$ cat src/rtl/spread_frame_ctrl.sv
// Frame sequencer feeding a DSSS spreader: preamble, length header, payload bytes, guard gap.
// Define SPREAD_FRAME_CRC_EN to append a CRC-8 (poly 0x07) over header and payload bits.
module spread_frame_ctrl #(
   parameter int                      PREAMBLE_LEN  = 16,
   parameter logic [PREAMBLE_LEN-1:0] PREAMBLE_WORD = 16'hA5A5,
   parameter int                      LEN_W         = 8,
   parameter int                      GAP_CYCLES    = 48
) (
   input  logic             i_clk,
   input  logic             i_reset,
   input  logic             i_start,
   input  logic [LEN_W-1:0] i_len,
   input  logic [7:0]       i_byte,
   input  logic             i_byte_valid,
   output logic             o_byte_ready,
   output logic             o_bit,
   output logic             o_bit_valid,
   input  logic             i_bit_ready,
   output logic             o_spread_enable,
   output logic             o_busy,
   output logic             o_done,
   output logic             o_underrun
);
   localparam int SR_W0   = (PREAMBLE_LEN > LEN_W) ? PREAMBLE_LEN : LEN_W;
   localparam int SR_W    = (SR_W0 > 8) ? SR_W0 : 8;
   localparam int CNT_MAX = (SR_W > GAP_CYCLES) ? SR_W : GAP_CYCLES;
   localparam int CNT_W   = $clog2(CNT_MAX + 1);

   typedef enum logic [2:0] {
      S_IDLE, S_PREAMBLE, S_HEADER, S_PAYLOAD, S_CRC, S_GAP
   } state_t;

`ifdef SPREAD_FRAME_CRC_EN
   localparam state_t TAIL_STATE = S_CRC;
`else
   localparam state_t TAIL_STATE = S_GAP;
`endif

   state_t           state_reg, state_next;
   logic [CNT_W-1:0] cnt_reg;
   logic [SR_W-1:0]  tx_sr_reg;
   logic [LEN_W-1:0] len_reg;
   logic [LEN_W-1:0] bytes_fetched_reg;
   logic [LEN_W-1:0] bytes_done_reg;
   logic [7:0]       byte_sr_reg;
   logic             byte_full_reg;
   logic [2:0]       byte_bits_reg;
   logic             underrun_reg;

   logic bit_valid, bit_out, spread_en, byte_ready, done;
   logic bit_xfer, byte_xfer, start_acc, payload_last;

`ifdef SPREAD_FRAME_CRC_EN
   logic [7:0] crc_reg;
   logic [7:0] crc_next;
   logic       crc_fb;

   always_comb begin
      crc_fb   = crc_reg[7] ^ bit_out;
      crc_next = {crc_reg[6:0], 1'b0} ^ (crc_fb ? 8'h07 : 8'h00);
   end
`endif

   always_comb begin
      state_next   = state_reg;
      bit_valid    = 1'b0;
      bit_out      = 1'b0;
      spread_en    = 1'b0;
      byte_ready   = 1'b0;
      done         = 1'b0;
      start_acc    = 1'b0;
      payload_last = 1'b0;
      case (state_reg)
         S_IDLE: begin
            if (i_start) begin
               start_acc  = 1'b1;
               state_next = S_PREAMBLE;
            end
         end
         S_PREAMBLE: begin
            spread_en = 1'b1;
            bit_valid = 1'b1;
            bit_out   = tx_sr_reg[SR_W-1];
            if (i_bit_ready && cnt_reg == CNT_W'(PREAMBLE_LEN - 1))
               state_next = S_HEADER;
         end
         S_HEADER: begin
            spread_en  = 1'b1;
            bit_valid  = 1'b1;
            bit_out    = tx_sr_reg[SR_W-1];
            byte_ready = !byte_full_reg && (bytes_fetched_reg < len_reg);
            if (i_bit_ready && cnt_reg == CNT_W'(LEN_W - 1))
               state_next = (len_reg == '0) ? TAIL_STATE : S_PAYLOAD;
         end
         S_PAYLOAD: begin
            // An empty register simply withholds valid; the enable stays up through starvation.
            spread_en    = 1'b1;
            bit_valid    = byte_full_reg;
            bit_out      = byte_full_reg & byte_sr_reg[7];
            byte_ready   = !byte_full_reg && (bytes_fetched_reg < len_reg);
            payload_last = byte_full_reg && i_bit_ready && (byte_bits_reg == 3'd7) &&
                           (bytes_done_reg == len_reg - LEN_W'(1));
            if (payload_last)
               state_next = TAIL_STATE;
         end
`ifdef SPREAD_FRAME_CRC_EN
         S_CRC: begin
            spread_en = 1'b1;
            bit_valid = 1'b1;
            bit_out   = tx_sr_reg[SR_W-1];
            if (i_bit_ready && cnt_reg == CNT_W'(7))
               state_next = S_GAP;
         end
`endif
         S_GAP: begin
            if (cnt_reg == CNT_W'(GAP_CYCLES - 1)) begin
               done       = 1'b1;
               state_next = S_IDLE;
            end
         end
         default: state_next = S_IDLE;
      endcase
      bit_xfer  = bit_valid && i_bit_ready;
      byte_xfer = byte_ready && i_byte_valid;
   end

   always_ff @(posedge i_clk) begin
      if (i_reset) begin
         state_reg <= S_IDLE;
      end else begin
         state_reg <= state_next;
      end
   end

   always_ff @(posedge i_clk) begin
      if (i_reset) begin
         cnt_reg           <= '0;
         tx_sr_reg         <= '0;
         len_reg           <= '0;
         bytes_fetched_reg <= '0;
         bytes_done_reg    <= '0;
         byte_sr_reg       <= '0;
         byte_full_reg     <= 1'b0;
         byte_bits_reg     <= '0;
         underrun_reg      <= 1'b0;
      end else begin
         if (state_next != state_reg)
            cnt_reg <= '0;
         else if (state_reg == S_GAP || bit_xfer)
            cnt_reg <= cnt_reg + CNT_W'(1);

         // Fixed fields go out from one MSB-aligned shift register, reloaded at each field boundary.
         if (start_acc)
            tx_sr_reg <= SR_W'(PREAMBLE_WORD) << (SR_W - PREAMBLE_LEN);
         else if (state_reg == S_PREAMBLE && state_next == S_HEADER)
            tx_sr_reg <= SR_W'(len_reg) << (SR_W - LEN_W);
`ifdef SPREAD_FRAME_CRC_EN
         else if (state_next == S_CRC && state_reg != S_CRC)
            tx_sr_reg <= SR_W'(crc_next) << (SR_W - 8);
`endif
         else if (bit_xfer)
            tx_sr_reg <= {tx_sr_reg[SR_W-2:0], 1'b0};

         if (start_acc) begin
            len_reg           <= i_len;
            bytes_fetched_reg <= '0;
            bytes_done_reg    <= '0;
         end

         if (start_acc)
            underrun_reg <= 1'b0;
         else if (state_reg == S_PAYLOAD && !byte_full_reg && i_bit_ready)
            underrun_reg <= 1'b1;

         // Ready requires an empty register, so a load never coincides with a payload shift.
         if (byte_xfer) begin
            byte_sr_reg       <= i_byte;
            byte_full_reg     <= 1'b1;
            byte_bits_reg     <= '0;
            bytes_fetched_reg <= bytes_fetched_reg + LEN_W'(1);
         end else if (state_reg == S_PAYLOAD && bit_xfer) begin
            byte_sr_reg   <= {byte_sr_reg[6:0], 1'b0};
            byte_bits_reg <= byte_bits_reg + 3'd1;
            if (byte_bits_reg == 3'd7) begin
               byte_full_reg  <= 1'b0;
               bytes_done_reg <= bytes_done_reg + LEN_W'(1);
            end
         end
      end
   end

`ifdef SPREAD_FRAME_CRC_EN
   always_ff @(posedge i_clk) begin
      if (i_reset)
         crc_reg <= '0;
      else if (start_acc)
         crc_reg <= '0;
      else if (bit_xfer && (state_reg == S_HEADER || state_reg == S_PAYLOAD))
         crc_reg <= crc_next;
   end
`endif

   assign o_bit           = bit_out;
   assign o_bit_valid     = bit_valid;
   assign o_spread_enable = spread_en;
   assign o_byte_ready    = byte_ready;
   assign o_busy          = (state_reg != S_IDLE);
   assign o_done          = done;
   assign o_underrun      = underrun_reg;

endmodule

$ cat config.mk
export PLATFORM = sky130hd
export DESIGN_NAME = spread_frame_ctrl
export DESIGN_NICKNAME = d
export VERILOG_FILES = /design/src/rtl/spread_frame_ctrl.sv
export SDC_FILE = /design/constraint.sdc
export NUM_CORES = 1
export LEC_CHECK = 0
export ABC_AREA = 1
export CAP_MARGIN = 40
export CORE_AREA = 2 2 110 112
export CTS_BUF_LIST = sky130_fd_sc_hd__clkbuf_2
export DETAILED_ROUTE_END_ITERATION = 7
export DIE_AREA = 0 0 112 114
export GPL_ROUTABILITY_DRIVEN = 0
export GPL_TIMING_DRIVEN = 1
export SYNTH_ARGS = -nofsm -noshare
export SYNTH_HDL_FRONTEND = slang
export SYNTH_SLANG_ARGS = --single-unit
$ cat constraint.sdc
create_clock -name i_clk -period 2.28 [get_ports i_clk]
set_clock_uncertainty 0.2 [all_clocks]
set_input_delay 0.684 -clock i_clk [delete_from_list [all_inputs] [get_ports i_clk]]
set_output_delay 0.684 -clock i_clk [all_outputs]
set_load 0.05 [all_outputs]
==> metrics.md, run 1 <==
| Metric | Value |
|---|---|
| Seq cells post-synth | 62 |
| Cell with the most instances on the worst path | sky130_fd_sc_hd__inv_2 |
| Standard cell with the maximum stage delay on the critical path | sky130_fd_sc_hd__dfxtp_2 |
| Post-route DRC | 0 |
| Setup violations, final | 4 |
| Pin count of the biggest net entering global routing | 27 |
| Slew at the pin with the worst max-slew slack | roughly 0.38 ns |
| Num ports | 28 |
| Switching Power | between 0.6 and 0.7 mW |
| Total of warnings raised by yosys | 0 |
| Clock buffer count from CTS | 9 |
| Placeable core region | 11710 um2 |
| Number of global-route vias before repair | between 3k and 4k |
| Share of the cycle needed by the critical path after routing | 119.8% |
| Antenna diodes | 0 |
| Status | complete, but fails checks |
| Pre-antenna DRT Iters | 5 |
| Violated checks | setup timing |
| X dimension of the die | roughly 110 um |
| Post-Route Utilization | 38.79% |
| Cell family with the largest share of critical-path delay | flip-flops |
| Number of cells after detailed placement | 703 |
| Wire length of the first global-routing pass | 14.81 mm |
| Final total negative setup slack | -1.076 ns |
| Fin nets | between 600 and 700 |
| CP required | ~1.4 ns |
| Netlist area before placement | 3400 um2 |
| DIE HEIGHT | 114 um |
| Logic pwr share | 18.7% |
| Grt total ovfl | 0 |
| Data arrival time of the critical path | around 1.9 ns |
| Mean routed wirelength per cell | about 12 um |
| DR vias/cell | 4.670 |
| Count of placed standard cells in the final layout, fillers left out | 724 |
| Area enclosed by the die boundary | 12770 um2 |
| Setup slack at placement | -0.2544 ns |
| Maximum clock frequency | 366.2 MHz |
| Iter 0 DRT Violations | 161 |
| Category of the worst setup path capture point | output pin |
| Cell count after synthesis | roughly 500 |
| Final HPWL from detailed placement | 6.651 mm |
| Area of all sequential standard cells | 1270 um2 |
| Number of failing hold endpoints at the final stage | 0 |
| Predominant post-synthesis flop cell | sky130_fd_sc_hd__dfxtp_1 |
| Layout overhead on the synthesized area | 33.64% |
| Post-CTS clock slew at the launch and capture registers of the worst setup and hold paths | 0.19 ns |
| Leakage dissipation | 1.924 nW |
| Shortest clock period the worst path allows after layout | 2.730 ns |
| Buffers and inverters on the worst path | 3 |
| RSZ-0062 raised after global routing | true |
| Number of port buffers | 27 |
| Antenna viol nets, final | 0 |
| Startpoint class of the critical path | register |
| Power per unit of standard cell area | 491.7 nW/um2 |
| Hold WS | 0.2722 ns |
| Path type of the worst min-delay path | register to register |
| VDD IR max | 0.0002484 V |
| Wire length reported by the detailed router | 8.973 mm |
| Sw frac | 30.84% |
| Max_cap viols | 0 |
| Proportion of power drawn by flip-flops and latches | 50.8% |
| Clock root cell | sky130_fd_sc_hd__clkbuf_2 |
| Total routing usage reported by global routing | 14.44% |
| Internal power contribution | 1.545 mW |
| Multi-input logic area | 2041 um2 |
| Number of antenna violations at the first check in global routing | 0 |
| Net Count, Synth | 537 |
| Latest clock arrival within the worst-skew pair | 0.51 ns |
| Relative slew slack | between 70% and 80% |
| Sinks on Clock Net | between 60 and 70 |
| Number of synthesized flops with an enable pin | 0 |
| Number of buffers on the longest clock path | 2 |
| Number of different library cells in the post-synthesis netlist | 37 |
| Synth area leaders | sky130_fd_sc_hd__dfxtp_1 (37%), sky130_fd_sc_hd__nand2_1 (15%), sky130_fd_sc_hd__inv_1 (7.0%) |
| Mean Syn Cell Area | 6.758 um2 |
| Fraction of power consumed by the clock network | 30.5% |
| Delay of the slowest critical-path stage | 0.38 ns |
| CTS tree | built |
| Top-area cell type share of the netlist area | 36.51% |
| Share of cells above drive strength 1 | about 23% |
| Detailed-route via count | 3381 |
| Total count of max-transition violations in the final report | 0 |
| Layout fillers | roughly 1.2k |
| Leading area contributor after synthesis | sky130_fd_sc_hd__dfxtp_1 |
| Critical-path maximum fanout | 2 |
| Fraction of the yosys area taken by sequential cells | 36.51% |
| Effective utilization at floorplan | between 20% and 30% |
| Cell-by-cell trace of the critical path | inv_2 > ha_4 > a21oi_4 > o21a_1 > nand4_1 > inv_2 > buf_12 |
| Number of flip-flops in the largest register | 16 |
| Async set or reset register ratio after synthesis | 0% |
| Category of the critical setup timing path | register to output pin |
| Number of rows created at floorplan | 40 |
| Total number of H-tree levels | 3 |
| Setup slack after layout | -0.4505 ns |
## worst reg2reg max path: stages, from the launching register on
cell and delay, ns:
sky130_fd_sc_hd__dfxtp_2 0.40, sky130_fd_sc_hd__inv_4 0.05, sky130_fd_sc_hd__buf_6 0.12, sky130_fd_sc_hd__ha_4 0.15
sky130_fd_sc_hd__buf_4 0.13, sky130_fd_sc_hd__inv_1 0.04, sky130_fd_sc_hd__nand2_1 0.06, sky130_fd_sc_hd__nand2_1 0.07
sky130_fd_sc_hd__nand2_1 0.05, sky130_fd_sc_hd__nand2_2 0.09, sky130_fd_sc_hd__nand3_2 0.08, sky130_fd_sc_hd__nor2_2 0.13
sky130_fd_sc_hd__nand4_1 0.18, sky130_fd_sc_hd__o2111ai_4 0.19, sky130_fd_sc_hd__nor2_1 0.10
## final cells by class
class | count | area share, %
timing repair buffer | 74 | 15.15
clock buffer | 9 | 0.9915
sequential | 62 | 27.95
tap | 147 | 4.048
clock inverter | 7 | 1.432
multi-input combinational | 360 | 44.92
inverter | 65 | 5.508
## synthesized netlist by cell type (all sizes together) (3+ instances only)
library cell and count:
nand4 5, clkbuf 7, nand3 38, a21boi 5, xor2 10, buf 9
o21ai 31, xnor2 4, a21oi 43, dfxtp 62, ha 13, nand2 142
o211ai 6, o21bai 5, or2 3, nor2 43, inv 64
## per-layer routing
layer	track usage, %	up-vias	wire (um)
li1	-	1764	-
met1	18.67	1550	4153
met2	24.40	59	4406
met3	2.976	8	303
met4	4.390	0	110
met5	0	-	0
## cell usage in the layout, fill, tap and decap left out, types with 3 or more instances in the layout
master and count:
sky130_fd_sc_hd__nand2_1 134, sky130_fd_sc_hd__inv_1 54, sky130_fd_sc_hd__dfxtp_1 47, sky130_fd_sc_hd__buf_4 46
sky130_fd_sc_hd__a21oi_1 39, sky130_fd_sc_hd__nor2_1 36, sky130_fd_sc_hd__nand3_1 35, sky130_fd_sc_hd__o21ai_0 29
sky130_fd_sc_hd__clkdlybuf4s50_1 20, sky130_fd_sc_hd__dfxtp_2 11, sky130_fd_sc_hd__xor2_1 10, sky130_fd_sc_hd__clkbuf_2 9
sky130_fd_sc_hd__inv_2 8, sky130_fd_sc_hd__ha_4 7, sky130_fd_sc_hd__nand2_2 6, sky130_fd_sc_hd__o211ai_1 6
sky130_fd_sc_hd__buf_12 6, sky130_fd_sc_hd__nand4_1 5, sky130_fd_sc_hd__o21bai_1 5, sky130_fd_sc_hd__a21boi_0 5
sky130_fd_sc_hd__ha_1 5, sky130_fd_sc_hd__nor2_2 4, sky130_fd_sc_hd__xnor2_1 4, sky130_fd_sc_hd__dfxtp_4 4
sky130_fd_sc_hd__nor2_4 3, sky130_fd_sc_hd__a21oi_2 3, sky130_fd_sc_hd__clkinvlp_4 3
## per-stage QoR
step	instance area (um2)	total power, mW
global placement	4139	1.531
CTS	4423	2.243
detailed placement	4139	1.536
finish	4543	2.234
floorplan	3405	1.360
global route	4543	2.351
## kinds of logic after synthesis
family | share of synthesized area, %
buffers and inverters | 9.937
AND/OR/NAND/NOR | 28.63
multiplexers | 0.2945
XOR/XNOR | 3.607
adder cells (fa/ha/maj) | 4.785
AO/OA/AOI/OAI | 16.23
flip-flops | 36.51
## final timing paths
kind / slack [ns] / cells after the start / to / startpoint
hold / removal: 0.27 / 2 / tx_sr_reg[3] / tx_sr_reg[2]
hold reg to reg: 0.27 / 2 / tx_sr_reg[3] / tx_sr_reg[2]
setup reg to reg: 0.14 / 14 / cnt_reg[1] / len_reg[1]
setup / recovery: -0.45 / 7 / o_byte_ready / len_reg[5]
## power groups by stage
stage	registers (mW)	clock network, mW	logic, mW
2_1_floorplan	1.15	0	0.208
3_3_place_gp	1.15	0	0.377
3_5_place_dp	1.15	0	0.382
4_1_cts	1.14	0.707	0.398
5_1_grt	1.14	0.752	0.459
6_report	1.14	0.680	0.418
## repair_timing
item	CTS	global route
buffers inserted	3	2
resized for setup	42	28
hold buffers	0	0
endpoints found under the setup margin	5	20
pin swaps	16	15
No activity file was read; power rests on OpenSTA's default activity.
==> run 2: changes to the inputs <==
--- a/config.mk
+++ b/config.mk
@@ -6,13 +6,15 @@
 export NUM_CORES = 1
 export LEC_CHECK = 0
 export ABC_AREA = 1
+export ABC_CLOCK_PERIOD_IN_PS = 2280
 export CAP_MARGIN = 40
-export CORE_AREA = 2 2 110 112
+export CORE_AREA = 2 2 82 84
 export CTS_BUF_LIST = sky130_fd_sc_hd__clkbuf_2
 export DETAILED_ROUTE_END_ITERATION = 7
-export DIE_AREA = 0 0 112 114
+export DIE_AREA = 0 0 84 86
 export GPL_ROUTABILITY_DRIVEN = 0
 export GPL_TIMING_DRIVEN = 1
+export PLACE_DENSITY_LB_ADDON = 0.1
 export SYNTH_ARGS = -nofsm -noshare
 export SYNTH_HDL_FRONTEND = slang
 export SYNTH_SLANG_ARGS = --single-unit
==> run 2 against run 1 <==
Sequential cell count is the same. Power shrank 6.9%. Wire length shrank 3.1%. Count of clock-buffer cells in the layout grew 2. The flow still finishes with violations (setup timing). Global-route usage grew 11 points. Register-to-register slack lost 0.02 ns. Maximum frequency grew 0.18%. Sequential power is essentially flat. Via count grew 2.3%. Non-clock buffer count grew 8. Largest cell class unchanged. Critical endpoint unchanged. Critical path depth shrank 1.
==> metrics.md, run 2 (synthesis results as in run 1) <==
| Metric | Value |
|---|---|
| Num ports | 28 |
| Antenna viol nets, final | 0 |
| Number of antenna violations at the first check in global routing | 0 |
| Category of the worst setup path capture point | output pin |
| Share of the cycle needed by the critical path after routing | 119.5% |
| Wire length reported by the detailed router | a little under 9 mm |
| Power per unit of standard cell area | 462.4 nW/um2 |
| DR vias/cell | 5.239 |
| Data arrival time of the critical path | 1.84 ns |
| Layout overhead on the synthesized area | 32.24% |
| Delay of the slowest critical-path stage | around 0.41 ns |
| Iter 0 DRT Violations | 180 |
| Most common cell after layout, fill and taps aside | sky130_fd_sc_hd__nand2_1 |
| Post-Route Utilization | a little under three quarters |
| Clock root cell | sky130_fd_sc_hd__clkbuf_2 |
| Leakage dissipation | 1.954 nW |
| Pin count of the biggest net entering global routing | 24 |
| Startpoint class of the critical path | register |
| RSZ-0062 raised after global routing | true |
| Share of cells above drive strength 1 | about a quarter |
| Number of port buffers | 27 |
| Path type of the worst min-delay path | register to register |
| VDD IR max | 0.0003124 V |
| Highest-count cells in the layout ignoring fill and taps | sky130_fd_sc_hd__nand2_1 (134), sky130_fd_sc_hd__inv_1 (53), sky130_fd_sc_hd__buf_4 (52) |
| Cell family with the largest share of critical-path delay | flip-flops |
| Number of failing hold endpoints at the final stage | 0 |
| Mean routed wirelength per cell | 13.17 um |
| Max_cap viols | 0 |
| Number of global-route vias before repair | 3288 |
| Maximum clock frequency | between 300 and 400 MHz |
| Clock buffer count from CTS | 9 |
| Grt total ovfl | 0 |
| Setup violations, final | 6 |
| Setup slack after layout | -0.4456 ns |
| Relative slew slack | just under 80% |
| Total routing usage reported by global routing | 25.55% |
| Area enclosed by the die boundary | 7224 um2 |
| Wire length of the first global-routing pass | 14.66 mm |
| Total number of H-tree levels | 3 |
| Cell-by-cell trace of the critical path | ha_4 > a21oi_2 > o21a_1 > nand4_1 > inv_2 > buf_12 |
| Post-route DRC | 0 |
| Number of rows created at floorplan | 29 |
| CP required | 1.40 ns |
| Pre-antenna DRT Iters | 4 |
| Slack of the worst reg-to-reg path | 0.12 ns |
| CTS tree | built |
| Antenna diodes | 0 |
| Slew at the pin with the worst max-slew slack | roughly 0.34 ns |
| Standard cell with the maximum stage delay on the critical path | sky130_fd_sc_hd__dfxtp_1 |
| Cts-stage hold buffer count | 0 |
| Sinks on Clock Net | 62 |
| Final HPWL from detailed placement | just over 6 mm |
| Total count of max-transition violations in the final report | 0 |
| Number of flip-flops in the largest register | 16 |
| Detailed-route via count | 3458 |
| Post-CTS clock slew at the launch and capture registers of the worst setup and hold paths | 0.16 ns |
| Placeable core region | 6277 um2 |
| Latest clock arrival within the worst-skew pair | approximately 0.52 ns |
| Setup slack at placement | -0.2830 ns |
| X dimension of the die | 84 um |
| Critical-path maximum fanout | 2 |
| Hold WS | 0.2673 ns |
| DIE HEIGHT | 86 um |
| Effective utilization at floorplan | a little over half |
| Violated checks | setup timing |
| Buffers and inverters on the worst path | 2 |
| Number of buffers on the longest clock path | 2 |
| Shortest clock period the worst path allows after layout | 2.726 ns |
| Category of the critical setup timing path | register to output pin |
| Status | complete, but fails checks |
| Power after layout | 2.079 mW |
| Fin nets | 614 |
-- run 2: cell types whose count changed in the layout (fill, tap and decap cells not counted), sizes merged --
cell      previous run  this run
clkbuf               9        11
bufinv               1         0
buf                 54        62
clkinvlp             3         0
-- run 2: final timing paths --
check                            start           end  cells past startpoint
setup / recovery  bytes_fetched_reg[5]  o_byte_ready                      6
hold / removal            tx_sr_reg[0]  tx_sr_reg[1]                      2
setup reg to reg            len_reg[1]    cnt_reg[2]                     11
hold reg to reg           tx_sr_reg[0]  tx_sr_reg[1]                      2
-- run 2: layer usage --
metal / track usage [%] / wire length [um] / vias to the layer above
li1: - / - / 1780
met3: 4.812 / 333 / 19
met5: 0 / 0 / -
met2: 43.20 / 4132 / 71
met1: 31.70 / 3996 / 1588
met4: 11.88 / 230 / 0
-- run 2: area by class of cell --
type	instances	area (um2)
clock buffer	11	55.05
clock inverter	3	13.76
fill	525	1782
inverter	65	250.2
multi-input combinational	360	2038
sequential	62	1269
tap	77	96.34
timing repair buffer	82	773.2
-- run 2: power by group --
part / internal [mW] / leakage, nW / switching (mW)
clock network: 0.134 / 0.0551 / 0.392
logic: 0.194 / 1.39 / 0.223
registers: 1.11 / 0.511 / 0.0224
-- run 2: worst reg2reg max path, cell delays in order, from the launching register on --
cell	delay, ns
sky130_fd_sc_hd__dfxtp_2	0.36
sky130_fd_sc_hd__inv_2	0.08
sky130_fd_sc_hd__buf_4	0.15
sky130_fd_sc_hd__ha_4	0.15
sky130_fd_sc_hd__nand2_1	0.09
sky130_fd_sc_hd__inv_1	0.08
sky130_fd_sc_hd__nand3_1	0.09
sky130_fd_sc_hd__nor2_1	0.17
sky130_fd_sc_hd__nand4_1	0.12
sky130_fd_sc_hd__or2_2	0.33
sky130_fd_sc_hd__o2111ai_4	0.16
sky130_fd_sc_hd__nor2_1	0.09
-- run 2: stage by stage --
| step | setup TNS, ns | std cells | cell area [um2] |
|---|---|---|---|
| 2_1_floorplan | 0 | 503 | 3405 |
| 3_3_place_gp | -2.816 | 632 | 4069 |
| 3_5_place_dp | -4.525 | 632 | 4069 |
| 4_1_cts | -1.065 | 653 | 4352 |
| 5_1_grt | -1.435 | 660 | 4496 |
| 6_report | -0.9762 | 660 | 4496 |
-- run 2: repair_timing --
| item | in CTS | in global routing |
|---|---|---|
| buffers inserted | 7 | 8 |
| gates cloned | 0 | 0 |
| gates resized for setup | 47 | 24 |
| pin swaps | 17 | 20 |
| hold endpoints to repair | 0 | 0 |
| endpoints found under the setup margin | 12 | 16 |
==> run 3: changes to the inputs <==
--- a/config.mk
+++ b/config.mk
@@ -6,7 +6,7 @@
 export NUM_CORES = 1
 export LEC_CHECK = 0
 export ABC_AREA = 1
-export ABC_CLOCK_PERIOD_IN_PS = 2280
+export ABC_CLOCK_PERIOD_IN_PS = 3400
 export CAP_MARGIN = 40
 export CORE_AREA = 2 2 82 84
 export CTS_BUF_LIST = sky130_fd_sc_hd__clkbuf_2
==> constraint.sdc (replaced) <==
create_clock -name i_clk -period 3.4 [get_ports i_clk]
set_clock_uncertainty 0.2 [all_clocks]
set_input_delay 1.02 -clock i_clk [delete_from_list [all_inputs] [get_ports i_clk]]
set_output_delay 1.02 -clock i_clk [all_outputs]
set_load 0.05 [all_outputs]
==> run 3 against run 2 <==
The run now ends clean. Final cell count down 6.5%. Die area unchanged. Via count down 6.9%. Clock power fell by 34%. First-iteration DRC count shrank 30%. Highest routed layer unchanged.
==> metrics.md, run 3 (synthesis results as in run 1) <==
| Metric | Value |
|---|---|
| Status | complete, no violations |
| Wire length of the first global-routing pass | 13.00 mm |
| Grt total ovfl | 0 |
| Cell family with the largest share of critical-path delay | buffers and inverters |
| Number of antenna violations at the first check in global routing | 0 |
| Clock buffer count from CTS | 9 |
| Startpoint class of the critical path | register |
| Leakage dissipation | 1.680 nW |
| Setup violations, final | 0 |
| Path type of the worst min-delay path | register to register |
| Mean routed wirelength per cell | 12.50 um |
| Delay of the slowest critical-path stage | 0.41 ns |
| Pre-antenna DRT Iters | 4 |
| Share of the cycle needed by the critical path after routing | between 90% and 100% |
| Number of port buffers | 27 |
| Number of failing hold endpoints at the final stage | 0 |
| Post-CTS clock slew at the launch and capture registers of the worst setup and hold paths | ~0.17 ns |
| Fin nets | 570 |
| Cell-by-cell trace of the critical path | inv_1 > ha_1 > a21oi_1 > nand2_1 > nand2_1 > nand4_1 > inv_1 > buf_12 |
| Antenna viol nets, final | 0 |
| Slew at the pin with the worst max-slew slack | 0.5791 ns |
| Clock root cell | sky130_fd_sc_hd__clkbuf_2 |
| Post-route DRC | 0 |
| Iter 0 DRT Violations | 126 |
| Power after layout | roughly 1.3 mW |
| Total routing usage reported by global routing | 22.55% |
| Total number of H-tree levels | 3 |
| Effective utilization at floorplan | 54.16% |
| Final total negative setup slack | 0 ns |
| CP required | 2.18 ns |
| CTS tree | built |
| Area enclosed by the die boundary | 7224 um2 |
| Maximum clock frequency | 305.3 MHz |
| Number of cells after detailed placement | 602 |
| Shortest clock period the worst path allows after layout | approximately 3.3 ns |
| Number of global-route vias before repair | 2836 |
| Num ports | 28 |
| Category of the worst setup path capture point | output pin |
| Latest clock arrival within the worst-skew pair | 0.48 ns |
| DR vias/cell | 5.216 |
| Buffers and inverters on the worst path | 3 |
| Final HPWL from detailed placement | between 5 and 6 mm |
| Power per unit of standard cell area | 344.0 nW/um2 |
| Cts-stage hold buffer count | 0 |
| Highest-count cells in the layout ignoring fill and taps | sky130_fd_sc_hd__nand2_1 (140), sky130_fd_sc_hd__inv_1 (63), sky130_fd_sc_hd__dfxtp_1 (58) |
| Total count of max-transition violations in the final report | 0 |
| Setup slack at placement | ~0.34 ns |
| Number of flip-flops in the largest register | 16 |
| Wire length reported by the detailed router | 7.713 mm |
| Critical-path maximum fanout | 5 |
| Number of rows created at floorplan | 29 |
| Number of buffers on the longest clock path | 2 |
| VDD IR max | 0.0002179 V |
| Pin count of the biggest net entering global routing | 22 |
| Sinks on Clock Net | between 60 and 70 |
| Relative slew slack | 61.35% |
| Detailed-route via count | 3218 |
| RSZ-0062 raised after global routing | false |
| Placeable core region | about 6300 um2 |
| DIE HEIGHT | between 80 and 90 um |
| Category of the critical setup timing path | register to output pin |
| X dimension of the die | ~84 um |
| Most common cell after layout, fill and taps aside | sky130_fd_sc_hd__nand2_1 |
| Layout overhead on the synthesized area | 12.85% |
| Data arrival time of the critical path | around 2.1 ns |
| Standard cell with the maximum stage delay on the critical path | sky130_fd_sc_hd__dfxtp_2 |
| Count of placed standard cells in the final layout, fillers left out | 617 |
| Max_cap viols | 0 |
| Setup slack after layout | 0.1248 ns |
| Antenna diodes | 0 |
| Share of cells above drive strength 1 | under 10% |
## run 3: layout make-up
type	instances	area, um2
fillers	620	2441
multi-input cells	360	1821
flip-flops and latches	62	1246
repair buffers	38	355.3
inverters	65	245.2
well taps	77	96.34
clock buffers	12	60.06
clock inverters	3	12.51
## run 3: final timing paths
check,startpoint,to,slack [ns],cells past startpoint
setup / recovery,len_reg[3],o_byte_ready,0.12,8
hold / removal,byte_sr_reg[3],byte_sr_reg[4],0.27,2
setup reg to reg,len_reg[1],cnt_reg[2],1.11,10
hold reg to reg,byte_sr_reg[3],byte_sr_reg[4],0.27,2
## run 3: through the flow
step / utilization, % / cell area, um2 / hold WS (ns)
CTS: 61.11 / 3836 / 0.2703
floorplan: - / 3400 / 0.2358
finish: 61.11 / 3836 / 0.2662
detailed placement: 60.00 / 3766 / 0.2491
global route: 61.11 / 3836 / 0.2835
global placement: 60.00 / 3766 / 0.2446
## run 3: worst register-to-register path, stage by stage (launching register included)
cell and delay (ns):
sky130_fd_sc_hd__dfxtp_1 0.35, sky130_fd_sc_hd__inv_1 0.16, sky130_fd_sc_hd__ha_1 0.25, sky130_fd_sc_hd__nand2_1 0.11, sky130_fd_sc_hd__inv_1 0.09, sky130_fd_sc_hd__nand3_1 0.09, sky130_fd_sc_hd__nor2_1 0.15, sky130_fd_sc_hd__nand4_1 0.12
sky130_fd_sc_hd__or2_2 0.31, sky130_fd_sc_hd__o2111ai_1 0.29, sky130_fd_sc_hd__nor2_1 0.08
## run 3: power breakdown
part	switching, mW	leakage (nW)	internal [mW]	total (mW)
logic	0.130	1.12	0.0790	0.209
registers	0.0153	0.505	0.748	0.763
clock network	0.252	0.0569	0.0962	0.348
total	0.397	1.68	0.923	1.32
## run 3: repair_timing
item                                    in CTS  in global routing
buffers inserted                             0                  0
resized for setup                            4                  5
endpoints found under the setup margin       4                  2
## run 3: metal layers
| metal | track usage [%] | vias up | routed length (um) |
|---|---|---|---|
| li1 | - | 1691 | - |
| met1 | 28.55 | 1456 | 3595 |
| met2 | 37.53 | 58 | 3542 |
| met3 | 5.294 | 13 | 411 |
| met4 | 8.651 | 0 | 164 |
| met5 | 0 | - | 0 |
==> patch 1: new RTL, flow settings as in run 1 <==
Compare `cnt_reg` against `CNT_W'(PREAMBLE_LEN - 1)` with >= in place of ==.
--- a/src/rtl/spread_frame_ctrl.sv
+++ b/src/rtl/spread_frame_ctrl.sv
@@ -81,7 +81,7 @@
             spread_en = 1'b1;
             bit_valid = 1'b1;
             bit_out   = tx_sr_reg[SR_W-1];
-            if (i_bit_ready && cnt_reg == CNT_W'(PREAMBLE_LEN - 1))
+            if (i_bit_ready && cnt_reg >= CNT_W'(PREAMBLE_LEN - 1))
                state_next = S_HEADER;
          end
          S_HEADER: begin
Function: same outputs for any inputs over 10 cycles, from zero or initial values and one cycle with i_reset high; that may be too few to reach the edited logic, so the function may still have changed.
==> patch 1 against run 1 <==
The run still ends with setup timing left. Sequential share of layout area is 1.2 points lower. Final cell count is 3.2% higher. Sequential cell count stayed put. Via count is 5.8% higher. Largest power group unchanged. Critical path type unchanged. Routed wire length is 5.7% higher. Design area is 4.0% higher. Power is 3.1% lower. Setup slack better by 0.0083 ns. Area after synthesis is 2.5% higher. Combinational power is 18% higher. Synthesized cell count is 1.6% higher. Count of clock-buffer cells in the layout stayed put.
==> patch 1: results (changes against run 1) <==
run_status:
  status: "complete, but fails checks"  # unchanged
  violations: "setup timing"  # unchanged
hold_path:
  hold_end: "tx_sr_reg[0]"  # was tx_sr_reg[3]
  min_path_cells: 2  # unchanged
  worstHoldStart: "tx_sr_reg[0]"  # was tx_sr_reg[2]
setup_path:
  r2r_slack_ns: 0.18  # was 0.14 ns
  crit_fanout: 2  # unchanged
  r2r_end: "bytes_fetched_reg[4]"  # was cnt_reg[1]
  rr_startpoint: "bytes_fetched_reg[5]"  # was len_reg[1]
  rr_worst_depth: 9  # was 14
timing:
  setup_tns_ns: -1.01  # was -1.08 ns
  relSlewSlack_pct: 77.8  # was 74.9%
  setup_viol: 4  # unchanged
  fin_ws_ns: -0.442  # was -0.450 ns
  whs_ns: 0.274  # was 0.272 ns
clock_tree:
  clock-root-buffer: "clkbuf_2"  # unchanged
  post_cts_resized: 47  # was 42
  post_cts_buffers: 8  # was 3
  clock_latency_ns: 0.52
  cts_max_level: 3  # unchanged
  clkTransAtPathRegs_ns: 0.17  # was 0.19 ns
layout:
  multi_input_gates: 357  # was 360
  signal_buffers: 88  # was 74
  clock_area_share_pct: 1.59  # was 2.42%
  seq_cells: 62  # unchanged
  layout.nets: 630  # was 606
  drive_above_1_share_pct: 25.2  # was 22.7%
  largest_reg_flops: 16  # unchanged
  final_cells: 747  # was 724
  buf_share_pct: 17.5  # was 15.1%
  seq_area_sq_um: 1270  # about the same
  n_fill_cell: 1220  # was 1233
  nClkBuffers: 9  # unchanged
  multi_input_area_sq_um: 2080  # was 2040 sq um
  inverters: 78  # was 65
synth:
  synthesis.area_sq_um: 3480  # was 3400 sq um
  syn-mean-instance-area_sq_um: 6.82  # was 6.76 sq um
  synth-seq-area-share_pct: 35.6  # was 36.5%
  synth.distinct_cells: 36  # was 37
  synthTopCellsByCount: "119 x nand2_1, 74 x inv_1, 62 x dfxtp_1, 46 x nand3_1, 45 x a21oi_1"  # was 140 x nand2_1, 63 x inv_1, 62 x dfxtp_1, 42 x a21oi_1, 41 x nor2_1
  synth_area_leaders: "dfxtp_1 36%, nand2_1 13%, inv_1 8.0%"  # was dfxtp_1 37%, nand2_1 15%, inv_1 7.0%
  syn_nets: 545  # was 537
place:
  place_ws_ns: -0.198  # was -0.254 ns
  dp_hpwl_um: 6960  # was 6650 um
  place_area_sq_um: 4350  # was 4140 sq um
  place_inst: 721  # was 703
routing:
  wl_per_cell_um: 12.7  # was 12.4 um
  initialDrtViolationCount: 179  # was 161
  via_count: 3578  # was 3381
  drt_pre_antenna_iters: 4  # was 5
pwr:
  peakVddDrop_uv: 246  # was 248 uV
  p_sw_share_pct: 32.7  # was 30.8%
  total_power_mw: 2.16  # was 2.23 mW
  power.density_nw_per_um2: 458  # was 492 nW/um^2
  powerComb_uw: 493  # was 418 uW
  p_leak_nw: 2.13  # was 1.92 nW
global_route:
  grt_pass1_wl_um: 15900  # was 14800 um
  grt_max_degree: 22  # was 27
  gr-usage-all-layers_pct: 15.4  # was 14.4%
## patch 1: cell count changes in the layout (fill, tap and decap cells not counted), moves of 4 or more
cell / run 1 / this run
buf_4: 46 / 58
o21bai_1: 5 / 1
nand2_1: 134 / 110
o211ai_1: 6 / 12
nor2_4: 3 / 7
inv_1: 54 / 66
o21ai_0: 29 / 24
nand3_1: 35 / 44
a211oi_1: 0 / 4
## patch 1: cell families (layout without fill, tap and decap cells)
logic type / Yosys count / after routing / synth area share [%]
mux: 2 / 2 / 0.610
flops: 62 / 62 / 35.6
compound gates: 103 / 103 / 17.1
fa+ha+maj: 13 / 13 / 4.67
xor+xnor: 14 / 14 / 3.52
simple gates: 225 / 225 / 28.1
buf+inv: 92 / 181 / 10.4
## patch 1: worst max-delay path by stage
stage / startpoint / endpoint / slack, ns / depth (start not counted)
after floorplan: len_reg[5] / o_byte_ready / 0.02 / 6
after CTS: len_reg[1] / o_byte_ready / -0.53 / 10
after global placement: i_bit_ready / cnt_reg[1] / -0.15 / 12
after detailed placement: i_bit_ready / cnt_reg[4] / -0.20 / 13
after global routing: bytes_fetched_reg[5] / o_byte_ready / -0.59 / 6
final: bytes_fetched_reg[5] / o_byte_ready / -0.44 / 6
## patch 1: layer usage
layer | share of wire [%] | wire (um) | track usage [%] | up-vias
met3 | 4.2 | 395 | 4.20 | 21
met2 | 49 | 4610 | 27.6 | 66
met1 | 45 | 4270 | 17.6 | 1659
li1 | - | - | - | 1832
met5 | 0 | 0 | 0 | -
met4 | 2.2 | 207 | 5.69 | 0
## patch 1: worst max-delay path, stage by stage, from the launching register on
cell	delay (ns)
dfxtp_1	0.42
ha_4	0.23
a21oi_2	0.13
o21a_1	0.15
nand4_1	0.18
inv_4	0.11
buf_12	0.13
==> patch 2: new RTL, settings of run 1 <==
Without the edit above. Change the parameter `LEN_W` from 8 to 4.
--- a/src/rtl/spread_frame_ctrl.sv
+++ b/src/rtl/spread_frame_ctrl.sv
@@ -3,7 +3,7 @@
 module spread_frame_ctrl #(
    parameter int                      PREAMBLE_LEN  = 16,
    parameter logic [PREAMBLE_LEN-1:0] PREAMBLE_WORD = 16'hA5A5,
-   parameter int                      LEN_W         = 8,
+   parameter int                      LEN_W         = 4,
    parameter int                      GAP_CYCLES    = 48
 ) (
    input  logic             i_clk,
Ports: changed (resized i_len); port bits go from 28 to 24. No check against the original RTL was run, so the function may have changed too.
==> patch 2 against run 1 <==
The run still ends with setup timing left. Power is 28% lower. Design area is 22% lower. Area after synthesis is 24% lower. Setup slack better by 0.12 ns. Routed wire length is 30% lower. Synthesized cell count is 24% lower. Sequential cell count is 12 lower. Largest cell class unchanged.
==> patch 2: results (changes against run 1) <==
run_status:
  status: "complete, but fails checks"  # unchanged
  violations: "setup timing"  # unchanged
setup_path:
  r2r_end: "cnt_reg[3]"  # was cnt_reg[1]
  crit_fanout: 4  # was 2
  r2r_slack_ns: 0.19  # was 0.14 ns
  critical-path-max-stage-delay_ns: 0.50  # was 0.38 ns
  cp_slowest_cell: "dfxtp_1"  # was dfxtp_2
timing:
  fin_ws_ns: -0.330  # was -0.450 ns
  setup_viol: 4  # unchanged
routing:
  initialDrtViolationCount: 124  # was 161
  routed_wl_um: 6310  # was 8970 um
  drt_pre_antenna_iters: 4  # was 5
place:
  io_buffers: 23  # was 27
  dp_hpwl_um: 4690  # was 6650 um
synth:
  synth_adder_area_share_pct: 4.37  # was 4.78%
  synth.distinct_cells: 33  # was 37
  synth_compound_area_share_pct: 11.0  # was 16.2%
  synthTopCellsByCount: "91 x nand2_1, 57 x inv_1, 52 x nor2_1, 50 x dfxtp_1, 37 x nand3_1"  # was 140 x nand2_1, 63 x inv_1, 62 x dfxtp_1, 42 x a21oi_1, 41 x nor2_1
  synth-seq-area-share_pct: 38.8  # was 36.5%
  syn_nets: 408  # was 537
  synth_area_leaders: "dfxtp_1 39%, nand2_1 13%, inv_1 8.3%"  # was dfxtp_1 37%, nand2_1 15%, inv_1 7.0%
layout:
  layout.nets: 460  # was 606
global_route:
  grt_pass1_wl_um: 10500  # was 14800 um
clock_tree:
  cts-buffers-inserted: 5  # was 9
pwr:
  p_leak_nw: 1.56  # was 1.92 nW
## patch 2: cell types whose count changed after synthesis, moves of 5 or more
cell     change
nor2_1      +11
o21ai_0     -20
dfxtp_1     -12
a21oi_1     -20
inv_1        -6
o22ai_1      +5
nand2_1     -49
## patch 2: worst min-delay path, stage by stage, from the launching register on
cell and delay [ns]:
dfxtp_1 0.38, nand2_1 0.06, a21oi_1 0.05
## patch 2: routing by layer
layer / global-route usage [%] / vias to the layer above / wire length, um
met5: 0 / - / 0
met4: 2.03 / 0 / 51
met3: 1.91 / 5 / 165
met2: 17.9 / 30 / 3110
met1: 12.6 / 1130 / 2990
li1: - / 1314 / -
## patch 2: worst max-delay path by stage
stage	endpoint	slack [ns]	cells after the start
floorplan	o_byte_ready	0.03	5
global placement	tx_sr_reg[3]	-0.21	7
detailed placement	cnt_reg[3]	-0.31	11
CTS	o_byte_ready	-0.43	6
global route	o_byte_ready	-0.44	5
finish	o_byte_ready	-0.33	5
## patch 2: what timing repair did
| action | CTS | global route |
|---|---|---|
| pin swaps | 9 | 7 |
| gates resized for setup | 31 | 12 |
| endpoints found under the hold margin | 0 | 0 |
| setup endpoints to repair | 6 | 12 |
| setup buffers | 9 | 0 |
| cloned | 0 | 0 |
## patch 2: kinds of logic (layout without fill, tap and decap cells)
logic type               count (synthesis)  count (layout)
flip-flops                              50              50
XOR/XNOR                                 9               9
buffers and inverters                   72             125
AND/OR/NAND/NOR                        193             193
AO/OA/AOI/OAI                           49              49
adder cells (fa/ha/maj)                  9               9
## patch 2: power by group
group	internal, mW	switching [mW]	leakage [nW]	total [mW]
combinational	0.131	0.159	1.11	0.290
sequential	0.901	0.0170	0.410	0.918
clock	0.0875	0.313	0.0339	0.401
total	1.12	0.489	1.56	1.61
## patch 2: layout make-up
type                       count  area [sq um]
clock buffer                   5          25.0
clock inverter                 3          26.3
fill                        1283          8180
inverter                      62           248
multi-input combinational    260          1460
sequential                    50          1020
tap                          147           184
timing repair buffer          55           578
## patch 2: per-stage QoR
stage | worst slack, ns | util [%] | hold WS, ns | std cells | setup TNS (ns)
3_5_place_dp | -0.314 | 27.6 | 0.255 | 565 | -6.48
6_report | -0.330 | 30.2 | 0.269 | 582 | -0.716
4_1_cts | -0.425 | 29.6 | 0.260 | 582 | -0.909
3_3_place_gp | -0.212 | 27.6 | 0.250 | 565 | -4.50
5_1_grt | -0.443 | 30.2 | 0.279 | 582 | -1.14
2_1_floorplan | 0.0334 | - | 0.240 | 382 | 0
